[src/rtl/aes_pkg.sv]
// Shared definitions for the iterative AES-128 round sequencer:
// controller state encoding, round count, rcon constants and the
// GF(2^8) doubling used to step the round constant.
package aes_pkg;

    localparam int          AES_NR        = 10;
    localparam logic [7:0]  RCON_INIT     = 8'h01;
    localparam logic [7:0]  AES_RCON_POLY = 8'h1B;

    typedef enum logic [2:0] {
        ST_IDLE = 3'd0,
        ST_LOAD = 3'd1,
        ST_ARK0 = 3'd2,
        ST_SB   = 3'd3,
        ST_SR   = 3'd4,
        ST_MC   = 3'd5,
        ST_ARK  = 3'd6,
        ST_DONE = 3'd7
    } aes_state_e;

    // Multiply by x in GF(2^8) modulo the AES polynomial.
    function automatic logic [7:0] xtime(input logic [7:0] b);
        return {b[6:0], 1'b0} ^ (b[7] ? AES_RCON_POLY : 8'h00);
    endfunction

endpackage

[src/rtl/aes_round_ctrl_if.sv]
// Host/datapath handshake and stage-enable bundle of the AES round
// sequencer. The master side is the host wrapper that requests work and
// consumes results; the slave side is the sequencer itself.
interface aes_round_ctrl_if;

    logic       pi_start;
    logic       pi_abort;
    logic       pi_out_ready;
    logic       po_busy;
    logic       po_done;
    logic       po_load_en;
    logic       po_sb_en;
    logic       po_sr_en;
    logic       po_mc_en;
    logic       po_ark_en;
    logic       po_ark_sel;
    logic       po_ke_en;
    logic [3:0] po_round;
    logic [7:0] po_rcon;

    modport master (
        output pi_start, pi_abort, pi_out_ready,
        input  po_busy, po_done, po_load_en, po_sb_en, po_sr_en, po_mc_en,
               po_ark_en, po_ark_sel, po_ke_en, po_round, po_rcon
    );

    modport slave (
        input  pi_start, pi_abort, pi_out_ready,
        output po_busy, po_done, po_load_en, po_sb_en, po_sr_en, po_mc_en,
               po_ark_en, po_ark_sel, po_ke_en, po_round, po_rcon
    );

endinterface

[src/rtl/aes_rcon_gen.sv]
// Round-constant register: reloads to the initial value on load and
// steps by xtime on advance. Load wins if both are asserted.
module aes_rcon_gen
    import aes_pkg::*;
#(
    parameter logic [7:0] INIT = 8'h01
) (
    input  logic       clk,
    input  logic       rst_n,
    input  logic       load,
    input  logic       advance,
    output logic [7:0] rcon
);

    logic [7:0] rcon_r;

    // Round constant register with reload and advance.
    always_ff @(posedge clk or negedge rst_n) begin
        if (!rst_n) begin
            rcon_r <= INIT;
        end else if (load) begin
            rcon_r <= INIT;
        end else if (advance) begin
            rcon_r <= xtime(rcon_r);
        end else begin
            rcon_r <= rcon_r;
        end
    end

    assign rcon = rcon_r;

endmodule

[src/rtl/aes_round_ctrl.sv]
// Sequencer for the iterative AES-128 datapath. Walks
// LOAD -> ARK0 -> {SB, SR, MC, ARK} x NR (no MC in the last round) -> DONE,
// issuing one stage enable per cycle. All outputs are decoded from the
// registered state, round and rcon only, so no input reaches an output
// combinationally.
module aes_round_ctrl #(
    parameter int         NR        = aes_pkg::AES_NR,
    parameter logic [7:0] RCON_INIT = aes_pkg::RCON_INIT
) (
    input  logic            pi_clk,
    input  logic            pi_rst_n,
    aes_round_ctrl_if.slave bus
);

    import aes_pkg::*;

    localparam logic [3:0] NR_R = 4'(NR);

    aes_state_e state_r;
    aes_state_e state_nx_s;
    logic [3:0] round_r;
    logic [3:0] round_nx_s;
    logic       rcon_load_s;
    logic       rcon_adv_s;
    logic [7:0] rcon_s;

    aes_rcon_gen #(
        .INIT (RCON_INIT)
    ) u_rcon (
        .clk     (pi_clk),
        .rst_n   (pi_rst_n),
        .load    (rcon_load_s),
        .advance (rcon_adv_s),
        .rcon    (rcon_s)
    );

    // State and round-counter registers.
    always_ff @(posedge pi_clk or negedge pi_rst_n) begin
        if (!pi_rst_n) begin
            state_r <= ST_IDLE;
            round_r <= 4'd0;
        end else begin
            state_r <= state_nx_s;
            round_r <= round_nx_s;
        end
    end

    // Next-state, round and rcon control; abort overrides everything.
    always_comb begin
        state_nx_s  = state_r;
        round_nx_s  = round_r;
        rcon_load_s = 1'b0;
        rcon_adv_s  = 1'b0;
        if (bus.pi_abort && (state_r != ST_IDLE)) begin
            state_nx_s  = ST_IDLE;
            round_nx_s  = 4'd0;
            rcon_load_s = 1'b1;
        end else begin
            case (state_r)
                ST_IDLE: begin
                    round_nx_s = 4'd0;
                    if (bus.pi_start) begin
                        state_nx_s = ST_LOAD;
                    end else begin
                        state_nx_s = ST_IDLE;
                    end
                end
                ST_LOAD: begin
                    state_nx_s = ST_ARK0;
                end
                ST_ARK0: begin
                    state_nx_s = ST_SB;
                    round_nx_s = 4'd1;
                end
                ST_SB: begin
                    state_nx_s = ST_SR;
                end
                ST_SR: begin
                    if (round_r < NR_R) begin
                        state_nx_s = ST_MC;
                    end else begin
                        state_nx_s = ST_ARK;
                    end
                end
                ST_MC: begin
                    state_nx_s = ST_ARK;
                end
                ST_ARK: begin
                    if (round_r < NR_R) begin
                        state_nx_s = ST_SB;
                        round_nx_s = round_r + 4'd1;
                        rcon_adv_s = 1'b1;
                    end else begin
                        state_nx_s = ST_DONE;
                    end
                end
                ST_DONE: begin
                    if (bus.pi_out_ready) begin
                        // Accept and restart in the same cycle when asked.
                        state_nx_s  = bus.pi_start ? ST_LOAD : ST_IDLE;
                        round_nx_s  = 4'd0;
                        rcon_load_s = 1'b1;
                    end else begin
                        state_nx_s = ST_DONE;
                    end
                end
                default: begin
                    state_nx_s  = ST_IDLE;
                    round_nx_s  = 4'd0;
                    rcon_load_s = 1'b1;
                end
            endcase
        end
    end

    // Output decode from registered state only.
    always_comb begin
        bus.po_busy    = 1'b0;
        bus.po_done    = 1'b0;
        bus.po_load_en = 1'b0;
        bus.po_sb_en   = 1'b0;
        bus.po_sr_en   = 1'b0;
        bus.po_mc_en   = 1'b0;
        bus.po_ark_en  = 1'b0;
        bus.po_ark_sel = 1'b0;
        bus.po_ke_en   = 1'b0;
        bus.po_round   = round_r;
        bus.po_rcon    = rcon_s;
        case (state_r)
            ST_IDLE: begin
                bus.po_busy = 1'b0;
            end
            ST_LOAD: begin
                bus.po_busy    = 1'b1;
                bus.po_load_en = 1'b1;
            end
            ST_ARK0: begin
                bus.po_busy   = 1'b1;
                bus.po_ark_en = 1'b1;
            end
            ST_SB: begin
                bus.po_busy  = 1'b1;
                bus.po_sb_en = 1'b1;
                bus.po_ke_en = 1'b1;
            end
            ST_SR: begin
                bus.po_busy  = 1'b1;
                bus.po_sr_en = 1'b1;
            end
            ST_MC: begin
                bus.po_busy  = 1'b1;
                bus.po_mc_en = 1'b1;
            end
            ST_ARK: begin
                bus.po_busy    = 1'b1;
                bus.po_ark_en  = 1'b1;
                bus.po_ark_sel = (round_r < NR_R);
            end
            ST_DONE: begin
                bus.po_done = 1'b1;
            end
            default: begin
                bus.po_busy = 1'b0;
            end
        endcase
    end

endmodule

[src/flat_wrapper.sv]
// flat-port wrapper written by rule: the top's interface ports become plain ports
module aes_round_ctrl_flat import aes_pkg::*;
#(
    parameter int         NR        = aes_pkg::AES_NR,
    parameter logic [7:0] RCON_INIT = aes_pkg::RCON_INIT
)
  (pi_clk, pi_rst_n, bus_pi_start, bus_pi_abort, bus_pi_out_ready, bus_po_busy, bus_po_done, bus_po_load_en, bus_po_sb_en, bus_po_sr_en, bus_po_mc_en, bus_po_ark_en, bus_po_ark_sel, bus_po_ke_en, bus_po_round, bus_po_rcon);
  aes_round_ctrl_if bus_i ();
  input  logic pi_clk;
  input  logic pi_rst_n;
  input wire logic [$bits(bus_i.pi_start)-1:0] bus_pi_start;
  input wire logic [$bits(bus_i.pi_abort)-1:0] bus_pi_abort;
  input wire logic [$bits(bus_i.pi_out_ready)-1:0] bus_pi_out_ready;
  output wire logic [$bits(bus_i.po_busy)-1:0] bus_po_busy;
  output wire logic [$bits(bus_i.po_done)-1:0] bus_po_done;
  output wire logic [$bits(bus_i.po_load_en)-1:0] bus_po_load_en;
  output wire logic [$bits(bus_i.po_sb_en)-1:0] bus_po_sb_en;
  output wire logic [$bits(bus_i.po_sr_en)-1:0] bus_po_sr_en;
  output wire logic [$bits(bus_i.po_mc_en)-1:0] bus_po_mc_en;
  output wire logic [$bits(bus_i.po_ark_en)-1:0] bus_po_ark_en;
  output wire logic [$bits(bus_i.po_ark_sel)-1:0] bus_po_ark_sel;
  output wire logic [$bits(bus_i.po_ke_en)-1:0] bus_po_ke_en;
  output wire logic [$bits(bus_i.po_round)-1:0] bus_po_round;
  output wire logic [$bits(bus_i.po_rcon)-1:0] bus_po_rcon;
  assign bus_i.pi_start = bus_pi_start;
  assign bus_i.pi_abort = bus_pi_abort;
  assign bus_i.pi_out_ready = bus_pi_out_ready;
  assign bus_po_busy = bus_i.po_busy;
  assign bus_po_done = bus_i.po_done;
  assign bus_po_load_en = bus_i.po_load_en;
  assign bus_po_sb_en = bus_i.po_sb_en;
  assign bus_po_sr_en = bus_i.po_sr_en;
  assign bus_po_mc_en = bus_i.po_mc_en;
  assign bus_po_ark_en = bus_i.po_ark_en;
  assign bus_po_ark_sel = bus_i.po_ark_sel;
  assign bus_po_ke_en = bus_i.po_ke_en;
  assign bus_po_round = bus_i.po_round;
  assign bus_po_rcon = bus_i.po_rcon;
  aes_round_ctrl #(.NR(NR), .RCON_INIT(RCON_INIT)) u_core (.pi_clk(pi_clk), .pi_rst_n(pi_rst_n), .bus(bus_i));
endmodule
[config.mk]
export PLATFORM = sky130hd
export DESIGN_NAME = aes_round_ctrl_flat
export DESIGN_NICKNAME = d
export VERILOG_FILES = /design/src/rtl/aes_pkg.sv /design/src/rtl/aes_round_ctrl_if.sv /design/src/rtl/aes_rcon_gen.sv /design/src/rtl/aes_round_ctrl.sv /design/src/flat_wrapper.sv
export SDC_FILE = /design/constraint.sdc
export NUM_CORES = 1
export LEC_CHECK = 0
export ABC_AREA = 1
export BUFFER_PORTS_ARGS = -buffer_cell sky130_fd_sc_hd__buf_2
export CAP_MARGIN = 20
export CORE_UTILIZATION = 35
export CTS_CLUSTER_DIAMETER = 50
export DETAILED_ROUTE_END_ITERATION = 10
export GPL_TIMING_DRIVEN = 1
export PLACE_DENSITY = 0.56
export SLEW_MARGIN = 20
export SYNTH_ARGS = -nofsm -noshare
export SYNTH_HDL_FRONTEND = slang
export SYNTH_SLANG_ARGS = --single-unit
export TNS_END_PERCENT = 30
[constraint.sdc]
create_clock -name pi_clk -period 1.58 [get_ports pi_clk]
set_clock_uncertainty 0.2 [all_clocks]
set_input_delay 0.237 -clock pi_clk [delete_from_list [all_inputs] [get_ports pi_clk]]
set_output_delay 0.237 -clock pi_clk [all_outputs]
set_load 0.1 [all_outputs]
---- Yosys cells after proc, flatten, opt, wreduce, memory -nomap -nowiden ----
Cells that the tools add are included.
storage, ports and cells
  register bits ........................... 15
  input bits .............................. 5
  output and inout bits ................... 21
  logic and storage cells ................. 50
cells by class
  eq/ne operators ......................... 9
  reduce and logical (&&, ||, !) cells .... 8
  multiplexer cells ....................... 27
  bitwise operators ....................... 1
  add/sub/neg operators ................... 1
  order comparisons ....................... 1
operator list
  cell                                                                     number
  3-bit one-hot mux with 8 select lines                                    1
  8-bit two-way mux                                                        2
  4-bit one-hot mux with 4 select lines                                    1
  1-bit two-way mux                                                        15
  3-bit equality test, second input constant                               4
  4-bit two-way mux                                                        3
  3-bit two-way mux                                                        3
  8-bit by 5-bit bitwise XOR with 8-bit output                             1
  3-bit by 2-bit equality test with 1-bit output, second input constant    2
  6-bit OR reduction                                                       1
  5-bit two-way mux                                                        1
  5-bit nonzero test                                                       1
  4-bit by 1-bit adder with 4-bit output, second input constant            1
  4-bit less-than comparator, second input constant                        1
  3-bit by 1-bit equality test with 1-bit output, second input constant    1
  3-bit zero test                                                          1
  3-bit by 1-bit inequality test with 1-bit output, second input constant  1
  3-bit by 2-bit inequality test with 1-bit output, second input constant  1
  3-bit AND reduction                                                      1
  3-bit nonzero test                                                       1
  2-bit two-way mux                                                        1
  2-bit nonzero test                                                       1
  2-bit OR reduction                                                       1
  1-bit logical AND                                                        1

---- Depth between registers and ports, before layout ----
Gate-level depths: netlist of the first run.
  depth after elaboration ................. 6
  gate-level depth with buffers ........... 8
  depth with buffers taken out ............ 8

---- Modules after synthesis ----
Synthesis of the first run repeated with hierarchy kept, for this count alone.
second synthesis, totals
  cell total of the unflattened synthesis .. 126
  area, all modules ....................... 930.9 µm²
by module, submodules not included
  module          area each (µm²)  cells each  instances  sequential area each (µm²)
  aes_round_ctrl  568.0            83          1          175.2
  aes_rcon_gen    362.8            43          1          201.4

---- Worst setup path after synthesis of the first run ----
OpenSTA, ideal clock, no wires.
  path kind ............................... reg-to-output
  start point ............................. register u_core.state_r[1]
  end point ............................... output port bus_po_sb_en
  slack ................................... -1.193 ns
  arrival time ............................ 2.336 ns
  stages on the path, launching flop included .. 4
  path through ............................ dfrtp_1 > nand2_1 > nor2_1 > buf_4
between the ends
  word-level cells in the longest chain between the ends .. 2
ends and longest elaborated chain
  item                                            line                  RTL
  from (decl)                                     aes_round_ctrl.sv:19  aes_state_e state_r;
  from (signal assigned)                          aes_round_ctrl.sv:43  state_r <= state_nx_s;
  3-bit by 2-bit equality test with 1-bit output  n/a
  1-bit two-way mux                               n/a
  to (decl)                                       flat_wrapper.sv:17    output wire logic [$bits(bus_i.po_sb_en)-1:0] bus_po_sb_en;
Every way passes these cells.

---- Worst setup path after layout of the first run ----
  start point ............................. register u_core.state_r[0]
  end point ............................... output port bus_po_ark_sel
between the ends
  word-level cells in the longest chain between the ends .. 2
ends and longest elaborated chain
  item                 line                   RTL
  3-bit equality test  aes_round_ctrl.sv:129  case (state_r)
  1-bit two-way mux    aes_round_ctrl.sv:129
  to (decl)            flat_wrapper.sv:21     output wire logic [$bits(bus_i.po_ark_sel)-1:0] bus_po_ark_sel;
Every way passes these cells.

==> Flow_metrics.wiki, run 1 <==
{| class="wikitable"
! Metric !! Value
|-
| Most used cells in the layout excluding fill and tap cells || sky130_fd_sc_hd__nand2_1, sky130_fd_sc_hd__buf_4, sky130_fd_sc_hd__nor2_1, sky130_fd_sc_hd__buf_12, sky130_fd_sc_hd__nand3_1
|-
| Final setup violation count || 14
|-
| Worst slew margin || 76.0%
|-
| Cts bufs inserted || 3
|-
| Number of flops mapped to enable cells by yosys || 0
|-
| Fin crit period || 1740 ps
|-
| Power density normalized to cell area || 2160 nW/µm²
|-
| Share of synthesized area spent on multiplexers || 0%
|-
| Share of cells above drive strength 1 || 54.2%
|-
| Endpoint arrival time on the critical path || 1310 ps
|-
| Net count reported at finish || 186
|-
| Drt drc || 0
|-
| Tightest Pin Transition || 361 ps
|-
| Maximum VDD drop || 1600 µV
|-
| Worst setup SP type || register
|-
| Number of vias in the routed layout || 1006
|-
| Number of global-route vias before repair || 986
|-
| DRT iter0 DRCs || 15
|-
| Post-synthesis simple-gate area fraction || 38.1%
|-
| Failing checks || setup timing
|-
| Clock tree buffer depth || 2
|-
| Number of top-level pins || 26
|-
| DIE HEIGHT || 53.3 µm
|-
| Post-synthesis share of cell area spent on xor and xnor gates || 2.86%
|-
| Ratio of routed vias to standard cells || 4.81
|-
| Post-placement setup slack || 7.43 ps
|-
| Worst Hold Class || input port to register
|-
| Instance count along the most critical hold path || 4
|-
| Combinational family with the most area after synthesis || simple AND/OR/NAND/NOR gates
|-
| Share of synthesized cell area in full adder, half adder and majority cells || 1.36%
|-
| Worst Reg2Reg Path Length in Cells || 8
|-
| Number of filler instances in the final layout || 199
|-
| Overall die area || 2840 µm²
|-
| Core area || 2480 µm²
|-
| Final Cell Area || 1640 µm²
|-
| Half-perimeter wire length of the detailed placement result || 1770 µm
|-
| Cell area after synthesis || 920 µm²
|-
| Mapped Nets || 129
|-
| Most common flop cell mapped by yosys || sky130_fd_sc_hd__dfrtp_1
|-
| R2R setup slack || -40 ps
|-
| Diode insertion count for antenna repair || 0
|-
| Worst EP required || 1140 ps
|-
| Dpl cell area || 1390 µm²
|-
| Static leakage power || 0.815 nW
|-
| Number of synthesized register bits || 15
|-
| Capturing point of the worst reg2reg path || u_core.bus.po_round[2]$_DFFE_PN0P_
|-
| Number of levels the H-tree was split into || 1
|-
| Clock transition at the registers of the reported paths || 90 ps
|-
| Number of library cell types mapped by synthesis || 25
|-
| GR Util All Layers || 21.2%
|-
| Chip Width || 53.3 µm
|-
| Complex-gate fraction of the synthesized area || 8.03%
|-
| Slack of the critical path || -164 ps
|-
| Total of warnings raised by yosys || 0
|-
| Synth Area per Inst || 7.48 µm²
|-
| Antenna Violating Nets Remaining || 0
|-
| Fin. Hold Viols || 0
|-
| Synthesized instance count || 123
|-
| Origin of the critical flop-to-flop path || u_core.state_r[1]$_DFF_PN0_
|-
| GRT Residual Overflow || 0
|-
| Router iterations before antenna repair || 4
|-
| Period utilization || 110%
|-
| Maximum fanout encountered on the critical timing path || 5
|-
| Number of pins with negative max-slew slack in the final report || 0
|-
| Cell at the root of the clock tree || sky130_fd_sc_hd__clkbuf_4
|-
| Async set-reset flop share out of synthesis || 100%
|-
| Kind of critical path || register to output pin
|-
| Pin count of the biggest net entering global routing || 16
|-
| Outcome || finished, violations left
|-
| Number of antenna violations at the first check in global routing || 0
|-
| Placement row count || 18
|-
| Kind of capture point of the worst setup path || output pin
|-
| Maximum clock frequency || 0.573 GHz
|-
| Post-synthesis to final-layout area growth || 78.4%
|-
| Final routed wire length divided by cell count || 12.4 µm
|-
| Clock sink total || 15
|-
| RD Place Congestion || 0.843
|-
| Clock tree from TritonCTS || yes
|-
| IO buf count || 25
|-
| RSZ-0062 raised after global routing || yes
|-
| Part of the Yosys area used for sequential elements || 41.0%
|-
| Total wire length || 2590 µm
|-
| Fin Setup TNS || -1210 ps
|-
| Global-route wire length before repair || 4270 µm
|-
| Maximum capacitance violations || 0
|-
| Worst-skew pair later-pin latency || 280 ps
|-
| PnR Total Power || 0.00355 W
|-
| Launch instance of the worst min-delay path || bus_pi_abort
|-
| Final Util || 66.2%
|-
| Hold Path Sink || u_core.bus.po_round[3]$_DFFE_PN0P_
|-
| Commonest non-fill, non-tap cell in the layout || sky130_fd_sc_hd__nand2_1
|-
| Initial Util || 37.1%
|}
flip-flops by register name, indices dropped and copies added (netlist names):
signal and cells:
u_core.bus.po_round 4, u_core.u_rcon.rcon 8, u_core.state_r 3
logic make-up after synthesis:
family,after synthesis
adder cells (fa/ha/maj),1
AND/OR/NAND/NOR,78
XOR/XNOR,3
buffers and inverters,17
AO/OA/AOI/OAI,9
flip-flops,15
metrics by stage:
stage	std cells	hold WS (ps)
floorplan	123	-259
global placement	187	-36.3
global route	209	99.8
CTS	207	57.2
detailed placement	187	-32.9
finish	209	71.1
final cells by class:
type	count	area [µm²]	share of cell area [%]
Timing Repair Buffer	55	606	36.9
Multi-Input combinational cell	91	526	32.0
Sequential cell	15	384	23.4
Inverter	14	60.1	3.66
Tap cell	30	37.5	2.29
Clock buffer	3	22.5	1.37
Clock inverter	1	5.00	0.305
routing by layer:
metal	track usage [%]	vias up	share of wire (%)
met5	0	-	0
met4	7.46	0	0.39
met3	3.74	2	4.0
met2	38.5	26	53
met1	24.2	485	43
li1	-	493	-
cell usage after synthesis (2+ instances only):
master	count	area [µm²]
sky130_fd_sc_hd__inv_1	10	37.5
sky130_fd_sc_hd__inv_2	3	11.3
sky130_fd_sc_hd__nor2_1	19	71.3
sky130_fd_sc_hd__nand2_2	3	18.8
sky130_fd_sc_hd__dfrtp_1	14	350
sky130_fd_sc_hd__nor2_4	2	22.5
sky130_fd_sc_hd__a21oi_2	3	26.3
sky130_fd_sc_hd__nand2_1	37	139
sky130_fd_sc_hd__nand3_1	13	65.1
sky130_fd_sc_hd__xnor2_1	3	26.3
sky130_fd_sc_hd__o21ai_0	2	10.0
repair_timing:
action,4_1_cts,5_1_grt
hold endpoints to repair,16,0
endpoints found under the setup margin,12,28
pin swaps,5,7
resized for setup,20,12
hold buffers,2,0
buffers inserted,14,2
power breakdown:
| part | switching [W] | internal (W) | total (W) |
|---|---|---|---|
| combinational | 0.00175 | 0.000982 | 0.00273 |
| sequential | 0.000104 | 0.000489 | 0.000593 |
| clock | 0.000127 | 0.0000939 | 0.000221 |
| total | 0.00198 | 0.00156 | 0.00355 |
how the worst max path moves through the flow:
| stage | to | from | depth (start not counted) |
|---|---|---|---|
| after floorplan | u_core.u_rcon.rcon[3]$_DFFE_PN0P_ | u_core.state_r[0]$_DFF_PN0_ | 7 |
| after global placement | u_core.u_rcon.rcon[4]$_DFFE_PN0P_ | u_core.state_r[1]$_DFF_PN0_ | 7 |
| after detailed placement | u_core.u_rcon.rcon[4]$_DFFE_PN0P_ | u_core.state_r[0]$_DFF_PN0_ | 7 |
| after CTS | bus_po_sr_en | u_core.state_r[1]$_DFF_PN0_ | 5 |
| after global routing | bus_po_ark_sel | u_core.state_r[0]$_DFF_PN0_ | 6 |
| final | bus_po_ark_sel | u_core.state_r[0]$_DFF_PN0_ | 6 |
critical path: stages, from the launching register on:
cell and delay, ps:
sky130_fd_sc_hd__dfrtp_2 460, sky130_fd_sc_hd__inv_2 100, sky130_fd_sc_hd__nand2_4 60, sky130_fd_sc_hd__nor2_4 120, sky130_fd_sc_hd__nand2_4 70, sky130_fd_sc_hd__clkinv_4 60
sky130_fd_sc_hd__buf_12 160
(Power assumes the default switching activity.)
==> run 2: changes to the inputs <==
--- a/config.mk
+++ b/config.mk
@@ -13,7 +13,6 @@
 export DETAILED_ROUTE_END_ITERATION = 10
 export GPL_TIMING_DRIVEN = 1
 export PLACE_DENSITY = 0.56
-export SLEW_MARGIN = 20
 export SYNTH_ARGS = -nofsm -noshare
 export SYNTH_HDL_FRONTEND = slang
 export SYNTH_SLANG_ARGS = --single-unit
==> constraint.sdc (replaced) <==
create_clock -name pi_clk -period 1.9 [get_ports pi_clk]
set_clock_uncertainty 0.2 [all_clocks]
set_input_delay 0.285 -clock pi_clk [delete_from_list [all_inputs] [get_ports pi_clk]]
set_output_delay 0.285 -clock pi_clk [all_outputs]
set_load 0.1 [all_outputs]
==> run 2 against run 1 <==
The flow now finishes without violations. First-iteration DRC count grew 13%. Non-clock buffer count shrank 25. Setup slack gained 220 ps. Largest cell class is now multi-input gates. Critical endpoint unchanged. Via count shrank 11%.
==> Flow_metrics.wiki, run 2 (synthesized netlist as in run 1, its figures left out) <==
{| class="wikitable"
! Metric !! Value
|-
| Antenna Violating Nets Remaining || 0
|-
| Post-synthesis to final-layout area growth || 38.8%
|-
| Worst EP required || 1410 ps
|-
| Global-route wire length before repair || 3570 µm
|-
| Placement row count || 18
|-
| Cts bufs inserted || 3
|-
| Cell-by-cell trace of the critical path || o21ai_4 -> nand2_4 -> clkinv_4 -> buf_12
|-
| Outcome || finished, final reports clean
|-
| Final setup violation count || 0
|-
| IO buf count || 25
|-
| GR Util All Layers || 17.3%
|-
| Origin of the critical flop-to-flop path || u_core.state_r[0]$_DFF_PN0_
|-
| Final routed wire length divided by cell count || 11.0 µm
|-
| DRT iter0 DRCs || 17
|-
| Fin Setup TNS || 0 ps
|-
| Maximum fanout encountered on the critical timing path || 7
|-
| Tightest Pin Transition || 490 ps
|-
| Cell at the root of the clock tree || sky130_fd_sc_hd__clkbuf_4
|-
| Worst Hold Class || input port to register
|-
| RSZ-0062 raised after global routing || yes
|-
| Ratio of routed vias to standard cells || 4.85
|-
| Kind of critical path || register to output pin
|-
| Number of levels the H-tree was split into || 1
|-
| Final Cell Area || 1280 µm²
|-
| Worst Reg2Reg Path Length in Cells || 8
|-
| DIE HEIGHT || 53.3 µm
|-
| Total placed cells including tap cells || 176
|-
| Max FFs per register || 8
|-
| Dpl cell area || 1190 µm²
|-
| Number of filler instances in the final layout || 261
|-
| Commonest non-fill, non-tap cell in the layout || sky130_fd_sc_hd__nand2_1
|-
| Fin crit period || 1840 ps
|-
| Fin. Hold Viols || 0
|-
| Drt drc || 0
|-
| Diode insertion count for antenna repair || 0
|-
| Net count reported at finish || 161
|-
| Most used cells in the layout excluding fill and tap cells || sky130_fd_sc_hd__nand2_1, sky130_fd_sc_hd__nor2_1, sky130_fd_sc_hd__buf_2
|-
| Launch instance of the worst min-delay path || bus_pi_start
|-
| CP max stage delay || 490 ps
|-
| Hold Path Sink || u_core.state_r[0]$_DFF_PN0_
|-
| Overall die area || 2840 µm²
|-
| Clock sink total || 15
|-
| R2R setup slack || 240 ps
|-
| Slowest cell on the critical path || sky130_fd_sc_hd__dfrtp_1
|-
| Clock tree buffer depth || 2
|-
| Clock transition at the registers of the reported paths || 100 ps
|-
| Initial Util || 37.1%
|-
| Maximum capacitance violations || 0
|-
| GRT Residual Overflow || 0
|-
| Worst setup SP type || register
|-
| Half-perimeter wire length of the detailed placement result || 1570 µm
|-
| Core area || 2480 µm²
|-
| Capturing point of the worst reg2reg path || u_core.u_rcon.rcon[4]$_DFFE_PN0P_
|-
| Number of pins with negative max-slew slack in the final report || 0
|-
| Number of antenna violations at the first check in global routing || 0
|-
| Share of cells above drive strength 1 || 38.3%
|-
| Endpoint arrival time on the critical path || 1360 ps
|-
| RD Place Congestion || 0.871
|-
| Total wire length || 2030 µm
|-
| Number of vias in the routed layout || 892
|-
| Number of top-level pins || 26
|-
| Kind of capture point of the worst setup path || output pin
|-
| Clock tree from TritonCTS || yes
|-
| Period utilization || 97.0%
|-
| Instance count along the most critical hold path || 3
|-
| Chip Width || 53.3 µm
|-
| Worst slew margin || 67.5%
|-
| Router iterations before antenna repair || 4
|-
| Pin count of the biggest net entering global routing || 16
|-
| Worst-skew pair later-pin latency || 280 ps
|-
| Cell Count, Final, Fillers Out || 184
|-
| Number of global-route vias before repair || 858
|-
| Maximum clock frequency || 0.542 GHz
|}
==> run 2: worst max-delay path by stage <==
stage | slack, ps | from | to
floorplan | -430 | u_core.state_r[1]$_DFF_PN0_ | bus_po_mc_en
global placement | 310 | u_core.state_r[0]$_DFF_PN0_ | bus_po_ark_sel
detailed placement | 280 | u_core.state_r[0]$_DFF_PN0_ | bus_po_ark_sel
CTS | 3 | u_core.state_r[1]$_DFF_PN0_ | bus_po_sb_en
global route | -20 | u_core.state_r[0]$_DFF_PN0_ | bus_po_busy
finish | 60 | u_core.bus.po_round[1]$_DFFE_PN0P_ | bus_po_ark_sel
==> run 2: area by class of cell <==
cell class              count  area, µm²  share of cell area, %
clock buffers               3       22.5                   1.76
clock inverters             1       5.00                  0.392
inverters                  14       60.1                   4.71
multi-input cells          91        483                   37.8
flip-flops and latches     15        380                   29.8
well taps                  30       37.5                   2.94
repair buffers             30        288                   22.5
==> run 2: worst max-delay path: cells and delay by family (launching register included) <==
kind / cells / cell delay (ps)
flip-flops: 1 / 490
buffers and inverters: 2 / 260
AO/OA/AOI/OAI: 1 / 220
AND/OR/NAND/NOR: 1 / 100
==> run 2: per-stage QoR <==
stage	worst slack [ps]	utilization, %	hold WS (ps)
final	56.2	51.5	58.3
after global placement	313	48.1	14.4
after CTS	2.92	50.7	45.8
after detailed placement	282	48.1	18.4
after floorplan	-426	-	-211
after global routing	-21.9	51.5	61.5
==> run 2: repair_timing <==
item	4_1_cts	5_1_grt
pin swaps	1	1
hold buffers	1	0
setup buffers	2	1
setup endpoints to repair	2	7
gates resized for setup	3	6
hold endpoints to repair	15	0
==> run 2: metal layers <==
| metal | vias up | track usage, % | part of all wire (%) | wire [µm] |
|---|---|---|---|---|
| met1 | 422 | 21.1 | 45 | 915 |
| met5 | - | 0 | 0 | 0 |
| met4 | 0 | 8.77 | 1.4 | 28 |
| met2 | 23 | 29.0 | 50 | 1010 |
| met3 | 4 | 2.87 | 3.7 | 74 |
| li1 | 443 | - | - | - |
Power of run 2 is not shown: default switching activity piles up to over one toggle a cycle in this logic, so the estimate is an artifact.
